File: config.mk
export PLATFORM = sky130hd
export DESIGN_NAME = sop_sweep_unit
export DESIGN_NICKNAME = d
export VERILOG_FILES = /design/src/rtl/sop_pkg.sv /design/src/rtl/sop_lut.sv /design/src/rtl/sop_sweep_unit.sv
export SDC_FILE = /design/constraint.sdc
export NUM_CORES = 1
export LEC_CHECK = 0
export ABC_AREA = 0
export CAP_MARGIN = 30
export CORE_MARGIN = 1.5
export CORE_UTILIZATION = 49
export CTS_CLUSTER_SIZE = 25
export DETAILED_ROUTE_END_ITERATION = 10
export GPL_TIMING_DRIVEN = 0
export PLACE_DENSITY = 0.78
export SYNTH_ARGS = -nofsm -noshare
export SYNTH_HDL_FRONTEND = slang
export SYNTH_HIERARCHICAL = 1
export SYNTH_SLANG_ARGS = --single-unit
File: constraint.sdc
create_clock -name clk -period 2.55 [get_ports clk]
set_input_delay 0.51 -clock clk [delete_from_list [all_inputs] [get_ports clk]]
set_output_delay 0.51 -clock clk [all_outputs]
set_load 0.05 [all_outputs]
File: src/rtl/sop_pkg.sv
// -----------------------------------------------------------------------------
// sop_pkg
// Shared definitions for the sum-of-products sweep unit:
//   - sop_state_t      : sweep controller state encoding (IDLE/SWEEP/DONE)
//   - SOP_DEFAULT_MASK : reset minterm mask for f = m(1,3,4,7), bit i = f(i)
// -----------------------------------------------------------------------------
package sop_pkg;

    typedef enum logic [1:0] {
        IDLE  = 2'd0,
        SWEEP = 2'd1,
        DONE  = 2'd2
    } sop_state_t;

    localparam logic [7:0] SOP_DEFAULT_MASK = 8'b1001_1010;

endpackage

File: src/rtl/sop_lut.sv
// -----------------------------------------------------------------------------
// sop_lut
// Combinational 2^N-to-1 minterm selector: returns mask[idx], i.e. the value
// of the programmed Boolean function at input combination idx.
// Ports:
//   mask : input,  2^N bits, truth table (bit i = f(i))
//   idx  : input,  N bits,   minterm index (idx[N-1] is the MSB variable)
//   sel  : output, 1 bit,    f(idx)
// -----------------------------------------------------------------------------
module sop_lut #(
    parameter int N = 3
) (
    input  logic [(1<<N)-1:0] mask,
    input  logic [N-1:0]      idx,
    output logic              sel
);

    assign sel = mask[idx];

endmodule

File: src/rtl/sop_sweep_unit.sv
// -----------------------------------------------------------------------------
// sop_sweep_unit
// Programmable N-input sum-of-products evaluator. The live path registers
// f(x_in) every cycle; the sweep path streams f(i) for i = 0..2^N-1 over a
// valid/ready interface and reports how many minterms evaluate to 1.
// Ports:
//   clk, reset           : clock (rising edge), async active-high reset
//   load, mask_in        : write a new truth table (accepted in IDLE only)
//   x_in, s              : live input vector and registered f(x_in)
//   start                : begin a sweep (accepted in IDLE only)
//   sw_valid, sw_ready   : sweep beat handshake
//   sw_idx, sw_out       : beat minterm index and f(sw_idx)
//   busy, done           : sweep in progress / one-cycle end-of-sweep pulse
//   ones_count           : number of 1-minterms found by the last sweep
// -----------------------------------------------------------------------------
module sop_sweep_unit
    import sop_pkg::*;
#(
    parameter int                N         = 3,
    parameter logic [(1<<N)-1:0] MASK_INIT = SOP_DEFAULT_MASK
) (
    input  logic              clk,
    input  logic              reset,
    input  logic              load,
    input  logic [(1<<N)-1:0] mask_in,
    input  logic [N-1:0]      x_in,
    output logic              s,
    input  logic              start,
    output logic              sw_valid,
    input  logic              sw_ready,
    output logic [N-1:0]      sw_idx,
    output logic              sw_out,
    output logic              busy,
    output logic              done,
    output logic [N:0]        ones_count
);

    localparam logic [N-1:0] IDX_LAST = {N{1'b1}};
    localparam logic [N-1:0] IDX_ONE  = N'(1);

    sop_state_t        state_r;
    logic [(1<<N)-1:0] mask_r;
    logic [N-1:0]      idx_r;
    logic [N:0]        acc_r;
    logic [N:0]        ones_count_r;
    logic              s_r;
    logic              sw_valid_r;
    logic              busy_r;
    logic              done_r;
    logic              live_bit_s;
    logic              sweep_bit_s;
    logic [N:0]        acc_next_s;

    sop_lut #(.N(N)) u_live_lut (
        .mask (mask_r),
        .idx  (x_in),
        .sel  (live_bit_s)
    );

    sop_lut #(.N(N)) u_sweep_lut (
        .mask (mask_r),
        .idx  (idx_r),
        .sel  (sweep_bit_s)
    );

    // Accumulator is one bit wider than idx so an all-ones mask counts 2^N.
    assign acc_next_s = acc_r + {{N{1'b0}}, sweep_bit_s};

    // Live evaluation register and sweep controller.
    always_ff @(posedge clk or posedge reset) begin
        if (reset) begin
            state_r      <= IDLE;
            mask_r       <= MASK_INIT;
            idx_r        <= {N{1'b0}};
            acc_r        <= {(N+1){1'b0}};
            ones_count_r <= {(N+1){1'b0}};
            s_r          <= 1'b0;
            sw_valid_r   <= 1'b0;
            busy_r       <= 1'b0;
            done_r       <= 1'b0;
        end else begin
            s_r <= live_bit_s;
            case (state_r)
                IDLE: begin
                    // A same-cycle load lands together with start, so the
                    // first beat already sees the new mask.
                    if (load) begin
                        mask_r <= mask_in;
                    end
                    if (start) begin
                        state_r    <= SWEEP;
                        idx_r      <= {N{1'b0}};
                        acc_r      <= {(N+1){1'b0}};
                        sw_valid_r <= 1'b1;
                        busy_r     <= 1'b1;
                    end
                end
                SWEEP: begin
                    // sw_valid is always high here, so sw_ready alone marks
                    // an accepted beat; the mask is frozen until IDLE.
                    if (sw_ready) begin
                        acc_r <= acc_next_s;
                        if (idx_r == IDX_LAST) begin
                            state_r      <= DONE;
                            ones_count_r <= acc_next_s;
                            sw_valid_r   <= 1'b0;
                            done_r       <= 1'b1;
                        end else begin
                            idx_r <= idx_r + IDX_ONE;
                        end
                    end
                end
                DONE: begin
                    state_r <= IDLE;
                    done_r  <= 1'b0;
                    busy_r  <= 1'b0;
                end
                default: begin
                    state_r    <= IDLE;
                    sw_valid_r <= 1'b0;
                    done_r     <= 1'b0;
                    busy_r     <= 1'b0;
                end
            endcase
        end
    end

    assign s          = s_r;
    assign sw_valid   = sw_valid_r;
    assign sw_idx     = idx_r;
    assign sw_out     = sweep_bit_s;
    assign busy       = busy_r;
    assign done       = done_r;
    assign ones_count = ones_count_r;

endmodule

==> flow_metrics.py, run 1 <==
metrics = {
    "worst_setup_path": {
        "crit_type": "reg2out",
        "cp-end-kind": "output port",
        "cpPeakStageDelay_ns": 0.55,
        "worstPathRequired_ns": 2.04,
        "crit_path_top_delay_cell": "mux4_1",
        "startpoint_type": "register",
        "crit_chain": "mux4_1 -> mux2_2 -> clkbuf_2",
        "worst_ep_arrival_time_ns": 1.85,
        "path_max_fanout": 5,
        "reg2reg_setup_slack_ns": 0.26,
    },
    "pwr": {
        "internal_power_w": 0.00116,
        "max-vdd-ir-drop_mv": 0.966,
        "switching_share": 0.429,
        "power.density_nw_per_um2": 1310,
        "p_seq_frac": 0.365,
        "p_clk_frac": 0.085,
        "power_switching_w": 0.000875,
        "p_leak_nw": 0.702,
        "power_frac_comb": 0.549,
    },
    "timing": {
        "finalSetupViolCount": 0,
        "period_minus_slack_ns": 2.36,
        "fmax_mhz": 424,
        "fin_hold_ws_ns": 0.493,
        "layout_worst_path_cycle_share": 0.924,
        "grt_setup_unrepaired": "no",
        "skew_ns": 0.00211,
        "setup_tns_ns": 0,
        "slew_headroom": 0.387,
        "worst_pin_slew_ns": 0.918,
        "hold_viol": 0,
        "maxSlewViolCount": 0,
    },
    "yosys": {
        "synth_top_area_share": 0.429,
        "yosys.area.top_type": "dfrtp_1",
        "ys_types": 26,
        "synth-seq-cells": 25,
        "netlist_instances": 89,
        "syn_nets": 109,
        "synth_xor_area_frac": 0.0143,
        "synth_fa_ha_area_frac": 0.0409,
        "synthSimpleGateAreaFrac": 0.0940,
        "syn_avg_cell_area_sq_um": 13.8,
        "yosysWarningCount": 6,
        "synth_top_family_by_area": "multiplexers",
        "seq_area_frac_synth": 0.515,
        "synth_area_leaders": "dfrtp_1 (43%), mux2_2 (12%), dfstp_2 (8.6%)",
        "netlist_area_sq_um": 1220,
        "synth_compound_area_frac": 0.0950,
        "yosys-mux-area-fraction": 0.213,
    },
    "global_route": {
        "gr-total-overflow": 0,
        "grt_pass1_vias": 758,
        "grt_max_degree": 26,
        "grt_pass1_wl_mm": 3.53,
        "grt_antenna_before_repair": 0,
        "grt_util_all_layers": 0.180,
    },
    "floorplan": {
        "initial_core_util": 0.538,
        "die_x_um": 53,
        "ios": 28,
        "die-area_sq_um": 2810,
        "num_rows": 17,
        "core-area_sq_um": 2280,
        "die_h_um": 53,
    },
    "detailed_routing": {
        "ant_nets": 0,
        "post-route-drc-count": 0,
        "drt_first_iter_violations": 10,
        "vias": 806,
        "first_pass_iters": 3,
        "via_per_inst": 5.45,
        "finalWirelength_mm": 2.14,
        "wl_per_cell_um": 14.5,
    },
    "run_status": {
        "status": "finished, final reports clean",
    },
    "clock_network": {
        "cts_root_buffer": "clkbuf_4",
        "cts.clk_slew.worst_paths_ns": 0.13,
        "postCtsHoldBufs": 0,
        "postCtsSetupBuffers": 0,
        "h-tree-depth": 1,
        "worstSkewPairLatency_ns": 0.31,
        "cts.sinks": 25,
        "cts_buffers": 3,
        "cts_tree": "done",
        "clk_path_buf_depth": 2,
    },
    "final_layout": {
        "area_growth_syn_to_layout_pct": 26.8,
        "final_net_count": 141,
        "finalInstanceArea_sq_um": 1550,
        "layout_common_cells": "clkdlybuf4s50_1 (26), dfrtp_1 (20), mux2_2 (13), a22o_1 (6), nand2_1 (5)",
        "fillers": 174,
        "layout-drive-gt1-share": 0.225,
        "n_antenna_cell": 0,
        "layout_commonest_cell": "clkdlybuf4s50_1",
    },
    "placement": {
        "port_buffers": 27,
        "gpl.final_weighted_congestion": 0.757,
        "placed_area_sq_um": 1530,
        "dp_hpwl_mm": 1.60,
    },
    "job": {
        "maxCapViolCount": 0,
    },
    "worst_hold_path": {
        "hp-class": "reg2reg",
    },
}
## synth_stat cells
cell type	n
mux4_1	4
buf_6	1
nor3b_2	1
dfstp_2	4
mux2_2	13
xnor2_1	2
nand4b_1	1
ha_1	4
a21oi_1	4
nor2b_1	1
and3_1	1
a211o_1	1
nor2_1	4
dfrtp_1	21
nand2_1	5
and4b_1	1
and2_1	1
mux2i_1	1
o21ai_0	4
a21o_1	1
o21bai_1	1
inv_1	4
and4bb_2	1
a22o_1	6
buf_4	1
nor3b_4	1
## registers in the layout, indices dropped and copies added, names as in the netlist
| name | cells |
|---|---|
| acc_r | 4 |
| busy | 1 |
| done | 1 |
| mask_r | 8 |
| ones_count | 4 |
| s | 1 |
| state_r | 2 |
| sw_idx | 3 |
| sw_valid | 1 |
## area by class of cell
type | instances | area (sq um) | area share
sequential | 25 | 632 | 0.407
multi-input combinational | 58 | 561 | 0.361
timing repair buffer | 27 | 265 | 0.171
clock buffer | 4 | 26.3 | 0.0169
inverter | 4 | 15.0 | 0.00967
tap | 28 | 35.0 | 0.0226
buffer | 2 | 18.8 | 0.0121
## path summary, 6_finish.rpt
| path | start | end | cells after the start |
|---|---|---|---|
| setup / recovery | sw_idx[0]$_DFFE_PP0P_ | sw_out | 3 |
| hold / removal | sw_valid$_DFFE_PP0P_ | sw_valid$_DFFE_PP0P_ | 1 |
| setup reg to reg | sw_idx[0]$_DFFE_PP0P_ | acc_r[3]$_DFFE_PP0P_ | 6 |
| hold reg to reg | sw_valid$_DFFE_PP0P_ | sw_valid$_DFFE_PP0P_ | 1 |
| max in group asynchronous | reset | sw_idx[0]$_DFFE_PP0P_ | 2 |
| min in group asynchronous | reset | ones_count[1]$_DFFE_PP0P_ | 2 |
## logic make-up after synthesis
kind of cell             after synthesis
AO/OA/AOI/OAI                         17
XOR/XNOR                               2
adder cells (fa/ha/maj)                4
buffers and inverters                  6
flip-flops                            25
multiplexers                          18
AND/OR/NAND/NOR                       17
## worst max-delay path: cells and delay by family (launching register included)
family	cells	cell delay (ns)
buf+inv	1	0.24
flops	1	0.44
mux	2	0.85
## routing by layer
metal	share of wire	global-route usage	vias to the layer above
met5	0	0	-
met4	0.0065	0.0769	0
met3	0.035	0.0395	2
met2	0.49	0.292	16
met1	0.46	0.230	394
li1	-	-	394
## through the flow
step	cells	utilization	total power, W	setup WS, ns
2_1_floorplan	89	-	0.00155	0.00991
3_3_place_gp	144	0.673	0.00187	0.0878
3_5_place_dp	144	0.673	0.00191	0.0844
4_1_cts	148	0.684	0.00207	0.00154
5_1_grt	148	0.682	0.00216	0.123
6_report	148	0.682	0.00204	0.194
## timing repair
item                                    CTS  global route
endpoints found under the setup margin    1             1
resized for setup                         1             2
cloned                                    0             0
## power groups by stage
stage	Combinational, W	Sequential (W)	Clock [W]
2_1_floorplan	0.000544	0.00101	0
3_3_place_gp	0.00112	0.000748	0
3_5_place_dp	0.00115	0.000758	0
4_1_cts	0.00114	0.000751	0.000176
5_1_grt	0.00120	0.000773	0.000195
6_report	0.00112	0.000745	0.000174
No activity file was read; power rests on OpenSTA's default activity.
==> run 2: changes to the inputs <==
--- a/config.mk
+++ b/config.mk
@@ -7,6 +7,7 @@
 export LEC_CHECK = 0
 export ABC_AREA = 0
 export CAP_MARGIN = 30
+export CORE_ASPECT_RATIO = 1.5
 export CORE_MARGIN = 1.5
 export CORE_UTILIZATION = 49
 export CTS_CLUSTER_SIZE = 25
==> run 2 against run 1 <==
Sequential power grew 0.8%. Hold slack worse by 0.085 ns. Critical path depth is the same. Final area rose by 1.5%. Die area increased by 0.22%. Largest power group unchanged.
==> flow_metrics.py, run 2 (same netlist as run 1, synthesis figures left out) <==
metrics = {
    "worst_hold_path": {
        "hp-class": "in2async",
    },
    "clock_network": {
        "cts_tree": "done",
        "h-tree-depth": 1,
        "cts.sinks": 25,
        "cts.clk_slew.worst_paths_ns": 0.13,
        "cts_buffers": 3,
        "clk_path_buf_depth": 2,
        "postCtsHoldBufs": 0,
        "worstSkewPairLatency_ns": 0.31,
        "cts_root_buffer": "clkbuf_4",
    },
    "run_status": {
        "status": "finished, final reports clean",
    },
    "detailed_routing": {
        "wl_per_cell_um": 16.7,
        "vias": 834,
        "first_pass_iters": 3,
        "via_per_inst": 5.75,
        "ant_nets": 0,
        "post-route-drc-count": 0,
        "drt_first_iter_violations": 13,
        "finalWirelength_mm": 2.42,
    },
    "pwr": {
        "switching_share": 0.431,
        "power.density_nw_per_um2": 1300,
        "power_switching_w": 0.000885,
        "p_seq_frac": 0.366,
        "max-vdd-ir-drop_mv": 0.837,
        "p_leak_nw": 0.715,
        "internal_power_w": 0.00117,
        "power_frac_comb": 0.549,
        "p_clk_frac": 0.086,
    },
    "floorplan": {
        "initial_core_util": 0.506,
        "core-area_sq_um": 2420,
        "die_x_um": 43.8,
        "die_h_um": 64.2,
        "die-area_sq_um": 2820,
        "ios": 28,
        "num_rows": 22,
    },
    "timing": {
        "fin_ws_ns": 0.206,
        "period_minus_slack_ns": 2.34,
        "hold_viol": 0,
        "slew_headroom": 0.660,
        "layout_worst_path_cycle_share": 0.919,
        "fmax_mhz": 427,
        "skew_ns": 0.00259,
        "setup_tns_ns": 0,
        "maxSlewViolCount": 0,
        "finalSetupViolCount": 0,
        "grt_setup_unrepaired": "no",
        "worst_pin_slew_ns": 0.508,
    },
    "placement": {
        "port_buffers": 27,
        "place_ws_ns": 0.0710,
        "dp_hpwl_mm": 1.85,
        "gpl.final_weighted_congestion": 0.794,
        "placed_area_sq_um": 1530,
    },
    "worst_setup_path": {
        "reg2reg_depth": 6,
        "worst-path-stages": 3,
        "crit_path_top_delay_cell": "mux4_1",
        "worstPathRequired_ns": 2.04,
        "crit_type": "reg2out",
        "crit_path_start": "sw_idx[0]$_DFFE_PP0P_",
        "timing.rr.start": "sw_idx[0]$_DFFE_PP0P_",
        "worst_ep_arrival_time_ns": 1.83,
        "cp-endpoint": "sw_out",
        "path_delay_family": "multiplexers",
        "timing.rr.end": "acc_r[3]$_DFFE_PP0P_",
        "cpPeakStageDelay_ns": 0.56,
        "crit_chain": "mux4_1 -> mux2_2 -> buf_2",
        "cp_num_buf_inv": 1,
        "cp-end-kind": "output port",
        "path_max_fanout": 5,
        "startpoint_type": "register",
        "reg2reg_setup_slack_ns": 0.24,
    },
    "global_route": {
        "grt_pass1_wl_mm": 4.16,
        "grt_max_degree": 26,
        "grt_antenna_before_repair": 0,
        "gr-total-overflow": 0,
        "grt_util_all_layers": 0.200,
        "grt_pass1_vias": 907,
    },
    "final_layout": {
        "area_growth_syn_to_layout_pct": 28.6,
        "layout_commonest_cell": "clkdlybuf4s50_1",
        "final_net_count": 142,
        "largest_register_ffs": 8,
        "top_register": "mask_r",
        "n_antenna_cell": 0,
        "finalInstanceArea_sq_um": 1580,
        "layout_common_cells": "clkdlybuf4s50_1 (26), dfrtp_1 (20), mux2_2 (13), a22o_1 (6), nand2_1 (5)",
        "layout-drive-gt1-share": 0.231,
    },
    "job": {
        "maxCapViolCount": 0,
    },
}
run 2: cell types whose count changed in the layout (fill, tap and decap cells not counted):
| cell | change |
|---|---|
| buf_2 | +1 |
| buf_16 | +1 |
| clkbuf_2 | -1 |
run 2: final cells by class:
cell class                 count  area [sq um]
fill                         194           847
sequential                    25           632
multi-input combinational     58           561
timing repair buffer          28           293
tap                           24          30.0
clock buffer                   4          26.3
buffer                         2          18.8
inverter                       4          15.0
run 2: worst min-delay path by stage:
stage	startpoint	endpoint	slack, ns	cells after the start
after CTS	sw_valid$_DFFE_PP0P_	sw_valid$_DFFE_PP0P_	0.50	1
after global routing	reset	acc_r[2]$_DFFE_PP0P_	0.41	2
after global placement	sw_valid$_DFFE_PP0P_	sw_valid$_DFFE_PP0P_	0.46	1
after floorplan	mask_r[6]$_DFFE_PP0P_	mask_r[6]$_DFFE_PP0P_	0.49	1
final	reset	ones_count[2]$_DFFE_PP0P_	0.41	2
after detailed placement	sw_valid$_DFFE_PP0P_	sw_valid$_DFFE_PP0P_	0.47	1
run 2: timing repair:
action                     4_1_cts  5_1_grt
gates resized for setup          3        2
buffers inserted                 0        0
setup endpoints to repair        1        1
run 2: power groups by stage:
stage	Clock, W	Combinational [W]	Sequential [W]
after global placement	0	0.00112	0.000747
after detailed placement	0	0.00115	0.000761
final	0.000176	0.00113	0.000751
after floorplan	0	0.000544	0.00101
after CTS	0.000183	0.00115	0.000754
after global routing	0.000203	0.00121	0.000777
run 2: routing by layer:
metal,vias to the layer above,part of all wire,GRT usage
li1,395,-,-
met2,22,0.57,0.360
met3,4,0.032,0.0169
met4,0,0.013,0.0682
met5,-,0,0
met1,413,0.39,0.239
run 2: through the flow:
| stage | instances | util | hold WS, ns | power, W |
|---|---|---|---|---|
| after floorplan | 89 | - | 0.487 | 0.00155 |
| after global placement | 140 | 0.630 | 0.463 | 0.00187 |
| after detailed placement | 140 | 0.630 | 0.469 | 0.00191 |
| after CTS | 144 | 0.642 | 0.499 | 0.00209 |
| after global routing | 145 | 0.650 | 0.411 | 0.00219 |
| final | 145 | 0.650 | 0.408 | 0.00205 |
==> run 3: changes to the inputs <==
--- a/config.mk
+++ b/config.mk
@@ -8,7 +8,7 @@
 export ABC_AREA = 0
 export CAP_MARGIN = 30
 export CORE_ASPECT_RATIO = 1.5
-export CORE_MARGIN = 1.5
+export CORE_MARGIN = 2
 export CORE_UTILIZATION = 49
 export CTS_CLUSTER_SIZE = 25
 export DETAILED_ROUTE_END_ITERATION = 10
==> run 3 against run 2 <==
Register-to-register slack lost 0.03 ns. Combinational power barely moved. Highest routed layer unchanged. Critical path depth stayed put. Sequential share of layout area up 0.55 points. Critical path type unchanged. Fmax decreased by 5.6%.
==> flow_metrics.py, run 3 (same netlist as run 1, synthesis figures left out) <==
metrics = {
    "floorplan": {
        "die_x_um": 44.8,
        "die_h_um": 65.2,
        "initial_core_util": 0.506,
        "num_rows": 22,
        "ios": 28,
        "die-area_sq_um": 2920,
        "core-area_sq_um": 2420,
    },
    "placement": {
        "dp.cells": 140,
        "port_buffers": 27,
        "gpl.final_weighted_congestion": 0.802,
        "dp_hpwl_mm": 1.74,
    },
    "final_layout": {
        "layout_common_cells": "clkdlybuf4s50_1 (26), dfrtp_1 (20), mux2_2 (13), a22o_1 (6), nand2_1 (5)",
        "largest_register_ffs": 8,
        "final_net_count": 141,
        "area_growth_syn_to_layout_pct": 26.9,
        "stdcell_count": 144,
        "n_antenna_cell": 0,
        "layout_commonest_cell": "clkdlybuf4s50_1",
        "layout-drive-gt1-share": 0.225,
        "top_register": "mask_r",
    },
    "pwr": {
        "p_seq_frac": 0.366,
        "internal_power_w": 0.00118,
        "p_clk_frac": 0.085,
        "power_frac_comb": 0.549,
        "switching_share": 0.427,
        "power.density_nw_per_um2": 1320,
        "max-vdd-ir-drop_mv": 0.720,
        "power_switching_w": 0.000879,
        "p_leak_nw": 0.702,
    },
    "clock_network": {
        "cts.clk_slew.worst_paths_ns": 0.13,
        "cts_tree": "done",
        "cts_buffers": 3,
        "worstSkewPairLatency_ns": 0.32,
        "postCtsHoldBufs": 0,
        "cts_root_buffer": "clkbuf_4",
        "postCtsSetupBuffers": 0,
        "cts_resized": 3,
        "clk_path_buf_depth": 2,
        "cts.sinks": 25,
        "h-tree-depth": 1,
    },
    "timing": {
        "maxSlewViolCount": 0,
        "skew_ns": 0.00776,
        "layout_worst_path_cycle_share": 0.973,
        "worst_pin_slew_ns": 0.932,
        "fmax_mhz": 403,
        "period_minus_slack_ns": 2.48,
        "slew_headroom": 0.378,
        "finalSetupViolCount": 0,
        "grt_setup_unrepaired": "no",
        "setup_tns_ns": 0,
        "hold_viol": 0,
    },
    "global_route": {
        "grt_pass1_wl_mm": 3.75,
        "grt_pass1_vias": 861,
        "gr-total-overflow": 0,
        "grt_util_all_layers": 0.176,
        "grt_antenna_before_repair": 0,
        "grt_max_degree": 26,
    },
    "detailed_routing": {
        "vias": 822,
        "via_per_inst": 5.71,
        "first_pass_iters": 4,
        "finalWirelength_mm": 2.24,
        "ant_nets": 0,
        "drt_first_iter_violations": 7,
        "post-route-drc-count": 0,
        "wl_per_cell_um": 15.6,
    },
    "worst_setup_path": {
        "worstPathRequired_ns": 2.04,
        "cpPeakStageDelay_ns": 0.57,
        "reg2reg_depth": 6,
        "path_max_fanout": 5,
        "timing.rr.start": "sw_idx[0]$_DFFE_PP0P_",
        "timing.rr.end": "acc_r[3]$_DFFE_PP0P_",
        "cp-end-kind": "output port",
        "crit_path_top_delay_cell": "mux4_1",
        "startpoint_type": "register",
        "reg2reg_setup_slack_ns": 0.21,
        "crit_type": "reg2out",
        "worst_ep_arrival_time_ns": 1.97,
        "crit_chain": "mux4_1 -> mux2_2 -> clkdlybuf4s15_2",
    },
    "worst_hold_path": {
        "hp-class": "reg2reg",
        "hold_start": "ones_count[2]$_DFFE_PP0P_",
        "worstHoldEndpoint": "ones_count[2]$_DFFE_PP0P_",
        "hold_depth": 2,
    },
    "run_status": {
        "status": "finished, final reports clean",
    },
    "job": {
        "maxCapViolCount": 0,
    },
}
## run 3: cell types whose count changed in the layout (fill, tap and decap cells not counted), sizes merged
cell,before,now
buf,4,2
clkdlybuf4s15,0,1
## run 3: final cells by class
class / instances / area (sq um)
Buffer: 2 / 18.8
Clock buffer: 4 / 26.3
Fill cell: 195 / 868
Inverter: 4 / 15.0
Multi-Input combinational cell: 58 / 561
Sequential cell: 25 / 632
Tap cell: 24 / 30.0
Timing Repair Buffer: 27 / 272
## run 3: critical path, delay by kind of cell (launching register included)
family                 cells  cell delay (ns)
DFF                        1             0.45
buffers and inverters      1             0.34
muxes                      2             0.87
## run 3: worst max path at each step
stage / startpoint / slack, ns / cells after the start / end
after global placement: sw_idx[0]$_DFFE_PP0P_ / 0.06 / 3 / sw_out
after detailed placement: sw_idx[0]$_DFFE_PP0P_ / 0.05 / 3 / sw_out
after global routing: sw_idx[0]$_DFFE_PP0P_ / 0.004 / 3 / sw_out
final: sw_idx[0]$_DFFE_PP0P_ / 0.07 / 3 / sw_out
after CTS: sw_idx[0]$_DFFE_PP0P_ / 0.04 / 3 / sw_out
after floorplan: sw_idx[0]$_DFFE_PP0P_ / 0.01 / 6 / acc_r[3]$_DFFE_PP0P_
## run 3: routing by layer
layer	part of all wire	global-route usage
met1	0.40	0.206
met3	0.032	0.0220
met4	0.022	0.0956
met2	0.54	0.303
met5	0	0
## run 3: through the flow
step / cell area, sq um / setup WS [ns] / utilization / power (W) / hold WS, ns
6_report: 1550 / 0.0685 / 0.642 / 0.00206 / 0.492
3_5_place_dp: 1530 / 0.0525 / 0.630 / 0.00191 / 0.469
4_1_cts: 1550 / 0.0393 / 0.642 / 0.00209 / 0.500
3_3_place_gp: 1530 / 0.0650 / 0.630 / 0.00187 / 0.463
5_1_grt: 1550 / 0.00420 / 0.642 / 0.00219 / 0.514
2_1_floorplan: 1230 / 0.00991 / - / 0.00155 / 0.487
## run 3: power by group through the flow
stage	sequential, W	combinational (W)	clock, W
after global placement	0.000746	0.00112	0
after detailed placement	0.000763	0.00115	0
after global routing	0.000775	0.00121	0.000200
final	0.000752	0.00113	0.000175
after CTS	0.000754	0.00115	0.000186
after floorplan	0.00101	0.000544	0
